==> config.mk <==
export PLATFORM = sky130hd
export DESIGN_NAME = mem_port_arbiter
export DESIGN_NICKNAME = d
export VERILOG_FILES = /design/src/rtl/mem_port_arbiter.sv
export SDC_FILE = /design/constraint.sdc
export NUM_CORES = 1
export LEC_CHECK = 0
export ABC_AREA = 1
export ABC_CLOCK_PERIOD_IN_PS = 3000
export BUFFER_PORTS_ARGS = -buffer_cell sky130_fd_sc_hd__buf_2
export CAP_MARGIN = 20
export CORE_AREA = 10 10 202 204
export DETAILED_ROUTE_END_ITERATION = 10
export DIE_AREA = 0 0 212 214
export PLACE_DENSITY = 0.34
export RECOVER_POWER = 100
export SETUP_SLACK_MARGIN = 0.02
export SYNTH_ARGS = -nofsm -noshare
export SYNTH_HDL_FRONTEND = slang
export SYNTH_SLANG_ARGS = --single-unit
export TNS_END_PERCENT = 30
==> constraint.sdc <==
create_clock -name clk -period 3 [get_ports clk]
set_input_delay 0.45 -clock clk [delete_from_list [all_inputs] [get_ports clk]]
set_output_delay 0.45 -clock clk [all_outputs]
set_load 0.005 [all_outputs]
==> src/rtl/mem_port_arbiter.sv <==
// mem_port_arbiter
// Shares the single 64-bit on-chip memory port between the instruction fetcher
// (IF, read-only) and the load/store unit (LSU, read/write).
//  - One access per cycle. The LSU normally wins, but after MAX_WAIT consecutive
//    cycles in which IF was waiting while the LSU was granted, IF is given the
//    next slot.
//  - Read responses are routed back to the issuing requester exactly RD_LAT
//    cycles after the grant. The routing is done by a small shift register.
//  - A branch redirect (if_flush) cancels every IF read still in flight.
//    Grants themselves are not held off by a flush.
// Configuration macro:
//  ARB_PERF_EN  when defined, saturating 32-bit grant/conflict event counters
//               are built; otherwise the perf_* outputs are tied to zero.

module mem_port_arbiter #(
    parameter int RD_LAT   = 1,
    parameter int MAX_WAIT = 4
) (
    input  logic        clk,
    input  logic        reset,

    input  logic        if_req,
    input  logic [31:0] if_addr,
    output logic        if_gnt,
    input  logic        if_flush,
    output logic        if_rvalid,
    output logic [63:0] if_rdata,

    input  logic        lsu_req,
    input  logic        lsu_we,
    input  logic [31:0] lsu_addr,
    input  logic [63:0] lsu_wdata,
    input  logic [7:0]  lsu_be,
    output logic        lsu_gnt,
    output logic        lsu_rvalid,
    output logic [63:0] lsu_rdata,

    output logic        mem_en,
    output logic        mem_we,
    output logic [31:0] mem_addr,
    output logic [63:0] mem_wdata,
    output logic [7:0]  mem_be,
    input  logic [63:0] mem_rdata,

    output logic [31:0] perf_if_grants,
    output logic [31:0] perf_lsu_grants,
    output logic [31:0] perf_conflicts
);

    typedef enum logic {
        LSU_PRIO = 1'b0,
        FORCE_IF = 1'b1
    } arbState_t;

    localparam int CNT_W = $clog2(MAX_WAIT + 1);
    localparam logic [CNT_W-1:0] WAIT_LAST = CNT_W'(MAX_WAIT - 1);

    arbState_t        state;
    logic [CNT_W-1:0] waitCnt;

    logic ifGntInt;
    logic lsuGntInt;
    logic waitInc;
    logic waitClear;

    // One entry per cycle: valid read, issued by LSU (else IF), killed by flush
    logic [RD_LAT-1:0] pipeValid;
    logic [RD_LAT-1:0] pipeLsu;
    logic [RD_LAT-1:0] pipeKilled;

    // The low address bits are dropped because the port is 8-byte granular
    logic unusedAddrBits;
    assign unusedAddrBits = ^{if_addr[2:0], lsu_addr[2:0]};

    // Grant selection: the current arbitration state picks who wins a conflict
    always_comb begin
        ifGntInt  = 1'b0;
        lsuGntInt = 1'b0;
        if (!reset) begin
            if (state == FORCE_IF) begin
                if (if_req) begin
                    ifGntInt = 1'b1;
                end else if (lsu_req) begin
                    lsuGntInt = 1'b1;
                end
            end else begin
                if (lsu_req) begin
                    lsuGntInt = 1'b1;
                end else if (if_req) begin
                    ifGntInt = 1'b1;
                end
            end
        end
    end

    assign if_gnt  = ifGntInt;
    assign lsu_gnt = lsuGntInt;

    // IF starves one more cycle whenever it asks and the LSU takes the port
    assign waitInc   = if_req & lsuGntInt;
    assign waitClear = ifGntInt | ~if_req;

    // Arbitration FSM together with the anti-starvation wait counter
    always_ff @(posedge clk) begin
        if (reset) begin
            state   <= LSU_PRIO;
            waitCnt <= '0;
        end else begin
            if (waitClear) begin
                waitCnt <= '0;
            end else if (waitInc && (waitCnt != CNT_W'(MAX_WAIT))) begin
                waitCnt <= waitCnt + CNT_W'(1);
            end

            case (state)
                LSU_PRIO: begin
                    if (waitInc && (waitCnt == WAIT_LAST)) begin
                        state <= FORCE_IF;
                    end
                end
                FORCE_IF: begin
                    if (ifGntInt || !if_req) begin
                        state <= LSU_PRIO;
                    end
                end
                default: begin
                    state <= LSU_PRIO;
                end
            endcase
        end
    end

    // Memory port mux: follows the granted requester, everything zero when idle
    always_comb begin
        mem_en    = 1'b0;
        mem_we    = 1'b0;
        mem_addr  = 32'h0;
        mem_wdata = 64'h0;
        mem_be    = 8'h00;
        if (lsuGntInt) begin
            mem_en   = 1'b1;
            mem_we   = lsu_we;
            mem_addr = {lsu_addr[31:3], 3'b000};
            if (lsu_we) begin
                mem_wdata = lsu_wdata;
                mem_be    = lsu_be;
            end else begin
                mem_be    = 8'hFF;
            end
        end else if (ifGntInt) begin
            mem_en   = 1'b1;
            mem_addr = {if_addr[31:3], 3'b000};
            mem_be   = 8'hFF;
        end
    end

    // Read tracking shift register; a flush kills IF entries as they move along
    always_ff @(posedge clk) begin
        if (reset) begin
            pipeValid  <= '0;
            pipeLsu    <= '0;
            pipeKilled <= '0;
        end else begin
            pipeValid[0]  <= ifGntInt | (lsuGntInt & ~lsu_we);
            pipeLsu[0]    <= lsuGntInt;
            pipeKilled[0] <= ifGntInt & if_flush;
            for (int i = 1; i < RD_LAT; i++) begin
                pipeValid[i]  <= pipeValid[i-1];
                pipeLsu[i]    <= pipeLsu[i-1];
                pipeKilled[i] <= pipeKilled[i-1] |
                                 (if_flush & pipeValid[i-1] & ~pipeLsu[i-1]);
            end
        end
    end

    assign if_rvalid  = ~reset & pipeValid[RD_LAT-1] & ~pipeLsu[RD_LAT-1]
                        & ~pipeKilled[RD_LAT-1];
    assign lsu_rvalid = ~reset & pipeValid[RD_LAT-1] & pipeLsu[RD_LAT-1];

    // Read data is shared; only the rvalid strobes say whose it is
    assign if_rdata  = reset ? 64'h0 : mem_rdata;
    assign lsu_rdata = reset ? 64'h0 : mem_rdata;

`ifdef ARB_PERF_EN
    logic [31:0] ifGrantCnt;
    logic [31:0] lsuGrantCnt;
    logic [31:0] conflictCnt;

    // Saturating event counters for grants and request conflicts
    always_ff @(posedge clk) begin
        if (reset) begin
            ifGrantCnt  <= 32'h0;
            lsuGrantCnt <= 32'h0;
            conflictCnt <= 32'h0;
        end else begin
            if (ifGntInt && (ifGrantCnt != 32'hFFFF_FFFF)) begin
                ifGrantCnt <= ifGrantCnt + 32'h1;
            end
            if (lsuGntInt && (lsuGrantCnt != 32'hFFFF_FFFF)) begin
                lsuGrantCnt <= lsuGrantCnt + 32'h1;
            end
            if (if_req && lsu_req && (conflictCnt != 32'hFFFF_FFFF)) begin
                conflictCnt <= conflictCnt + 32'h1;
            end
        end
    end

    assign perf_if_grants  = ifGrantCnt;
    assign perf_lsu_grants = lsuGrantCnt;
    assign perf_conflicts  = conflictCnt;
`else
    assign perf_if_grants  = 32'h0;
    assign perf_lsu_grants = 32'h0;
    assign perf_conflicts  = 32'h0;
`endif

endmodule
==> impl_results.md <==
- Outcome: complete, no violations
- Top cells by area, synth: buf_4 (38%), nor2_1 (16%), nand2_1 (14%)
- Sw Ratio: 0.4408
- Placed instance area: 0.005106 sq mm
- Crit path top cell by count: clkbuf_1
- R2R cell count: 4
- GPL Wtd Cong: 0.8261
- NetSw: 0.3824 mW
- Total power divided by cell area: 177.0 mW/mm^2
- Total power: 0.8675 mW
- Layout area overhead: 50.23%
- Final period util: 0.7953
- Wirelength, routed: 23,440 microns
- Fin. Hold Viols: 0
- Final worst path period need: 2.386 ns
- Die Height: 214 microns
- Max Cap Viol: 0
- Num CTS Buffers: 3
- Cell taking the most area after synthesis: buf_4
- Worst path max stage delay: 0.52 ns
- Most frequent cells in the layout: clkbuf_1 (215), buf_2 (207), nor2_1 (137)
- Most common cell after layout, fill and taps aside: clkbuf_1
- Seq cells post-synth: 7
- Wire per inst: 16.13 microns
- Total Negative Setup Slacks: 0 ns
- Sink Count: 7
- Top cell type's share of synthesized area: 0.3796
- CTS tree: yes
- WP data arrival: 1.94 ns
- First-pass GRT wire length: 31,570 microns
- Hold WC Path Type: in -> reg
- Synth Area per Inst: 5.171 sq um
- GRT overflow: 0
- Total leakage power: 2.818 nW
- Via count: 4,731
- Slew HR: 0.4118
- Initial antenna violation count: 17
- Worst Clk Skew: 0.0003302 ns
- Post-route ant nets: 0
- Die width: 212 microns
- Core ar.: 0.03704 sq mm
- Setup CP Type: in -> out
- Hold Crit Depth: 3
- Post-CTS setup buffer count: 0
- DRT iter0 DRCs: 106
- Ys Warns: 0
- Nets: 1,187
- Drt drc: 0
- Initial Utilization: 0.08809
- Largest net degree at the start of global routing: 65
- Cell count after synthesis: 631
- Boundary Pins: 540
- Routed vias/inst: 3.256
- Fmax achieved: 0.4191 GHz
- Setup Viol. Count Final: 0
- IO Port Bufs: 434
- Hold_buf cts: 0
- Root Buffer: clkbuf_16
- Core Rows: 71
- Post-layout util: 0.1323
- 1st-pass router iterations: 4
- Post-route cell area: 0.004902 sq mm
- Critical path, cell by cell: clkbuf_1 > nor2_1 > clkbuf_1 > nand3_1 > nand2_1 > clkbuf_1
- CP required: 2.55 ns
- Area of the mapped netlist: 0.003263 sq mm
- Internal power: 0.4851 mW
- Clock Latency Late Sink: 0.23 ns
- Worst-Margin Slew: 0.8823 ns
- Die footprint: 0.04537 sq mm
- H-tree levels: 1
- Comb pwr share: 0.618
- Clock slew at reported path FFs: 0.04 ns
- Critical Path Slowest Stage Cell: clkbuf_1
- Final Slew Violations: 0
- Sequential Power Share: 0.112
- Post-synth cell types: 15
- Layout cells sized above 1: 0.2375
- Unrepaired setup endpoints after global routing: false
- Cts repair resizes: 0
- CTS Buffer Depth: 2
- Vias in the first global route: 4,720
- Peak VDD IR: 0.1052 mV
- Endpoint type of the worst setup path: primary output
- Worst-path maximum fanout: 11
- Register area share after synthesis: 0.04294
- DP HPWL: 21,270 microns
- Clk pwr share: 0.269
- CP startpoint kind: primary input
- Total track usage: 0.09234
[kinds of logic (layout without fill, tap and decap cells)]
family | Yosys count | in the layout | share of synthesized area
AND/OR/NAND/NOR | 332 | 332 | 0.4103
buffers and inverters | 288 | 536 | 0.5341
flip-flops | 7 | 7 | 0.04294
other | 1 | 101 | 0.001149
adder cells (fa/ha/maj) | 3 | 3 | 0.01150
[flip-flops by register name (all words and copies together) (netlist names)]
register    flops
pipeLsu         1
pipeKilled      1
pipeValid       1
waitCnt         3
state           1
[metal layers]
metal,vias up,track usage,part of all wire
met5,-,0,0.0012
met4,4,0.01702,0.023
met3,44,0.03800,0.14
met2,379,0.1902,0.53
met1,2030,0.07946,0.31
li1,2274,-,-
[power by group through the flow]
stage,Clock [mW],Sequential (mW),Combinational [mW]
3_3_place_gp,0,0.0990,0.585
5_1_grt,0.248,0.0977,0.613
3_5_place_dp,0,0.0991,0.578
2_1_floorplan,0,0.0987,0.379
6_report,0.233,0.0976,0.537
4_1_cts,0.245,0.0975,0.580
[final timing paths]
kind | start | slack, ns | endpoint
worst max-delay path | reset | 0.61 | mem_addr[21]
worst min-delay path | if_flush | 0.43 | pipeKilled
worst max register to register | state | 1.51 | pipeValid
worst min register to register | waitCnt[0] | 0.53 | waitCnt[0]
[per-stage QoR]
step	hold WS, ns	cells	setup slack, ns
finish	0.4295	1453	0.6142
global route	0.4386	1451	0.4201
floorplan	0.4964	729	1.469
detailed placement	0.5263	1447	0.7528
CTS	0.4250	1451	0.7538
global placement	0.5330	1447	0.7605
[cells in the mapped netlist]
library cell,instances
buf_4,165
nor2_1,136
nand2_1,124
inv_1,88
nand3_1,69
buf_2,22
dfxtp_1,7
clkbuf_1,6
buf_1,5
ha_1,3
buf_6,2
and2_1,1
conb_1,1
nor2_2,1
nor3_1,1
[cell type report]
cell class | instances | area, sq um
fillers | 4595 | 32140
repair buffers | 444 | 2007
multi-input cells | 434 | 1748
well taps | 474 | 593.1
inverters | 88 | 330.3
flip-flops and latches | 7 | 140.1
clock buffers | 4 | 78.83
diodes | 2 | 5.005
[critical path, delay by kind of cell]
kind / cells / cell delay, ns
buf+inv: 3 / 0.82
simple gates: 3 / 0.66
Power figures use the tool's default switching activity.
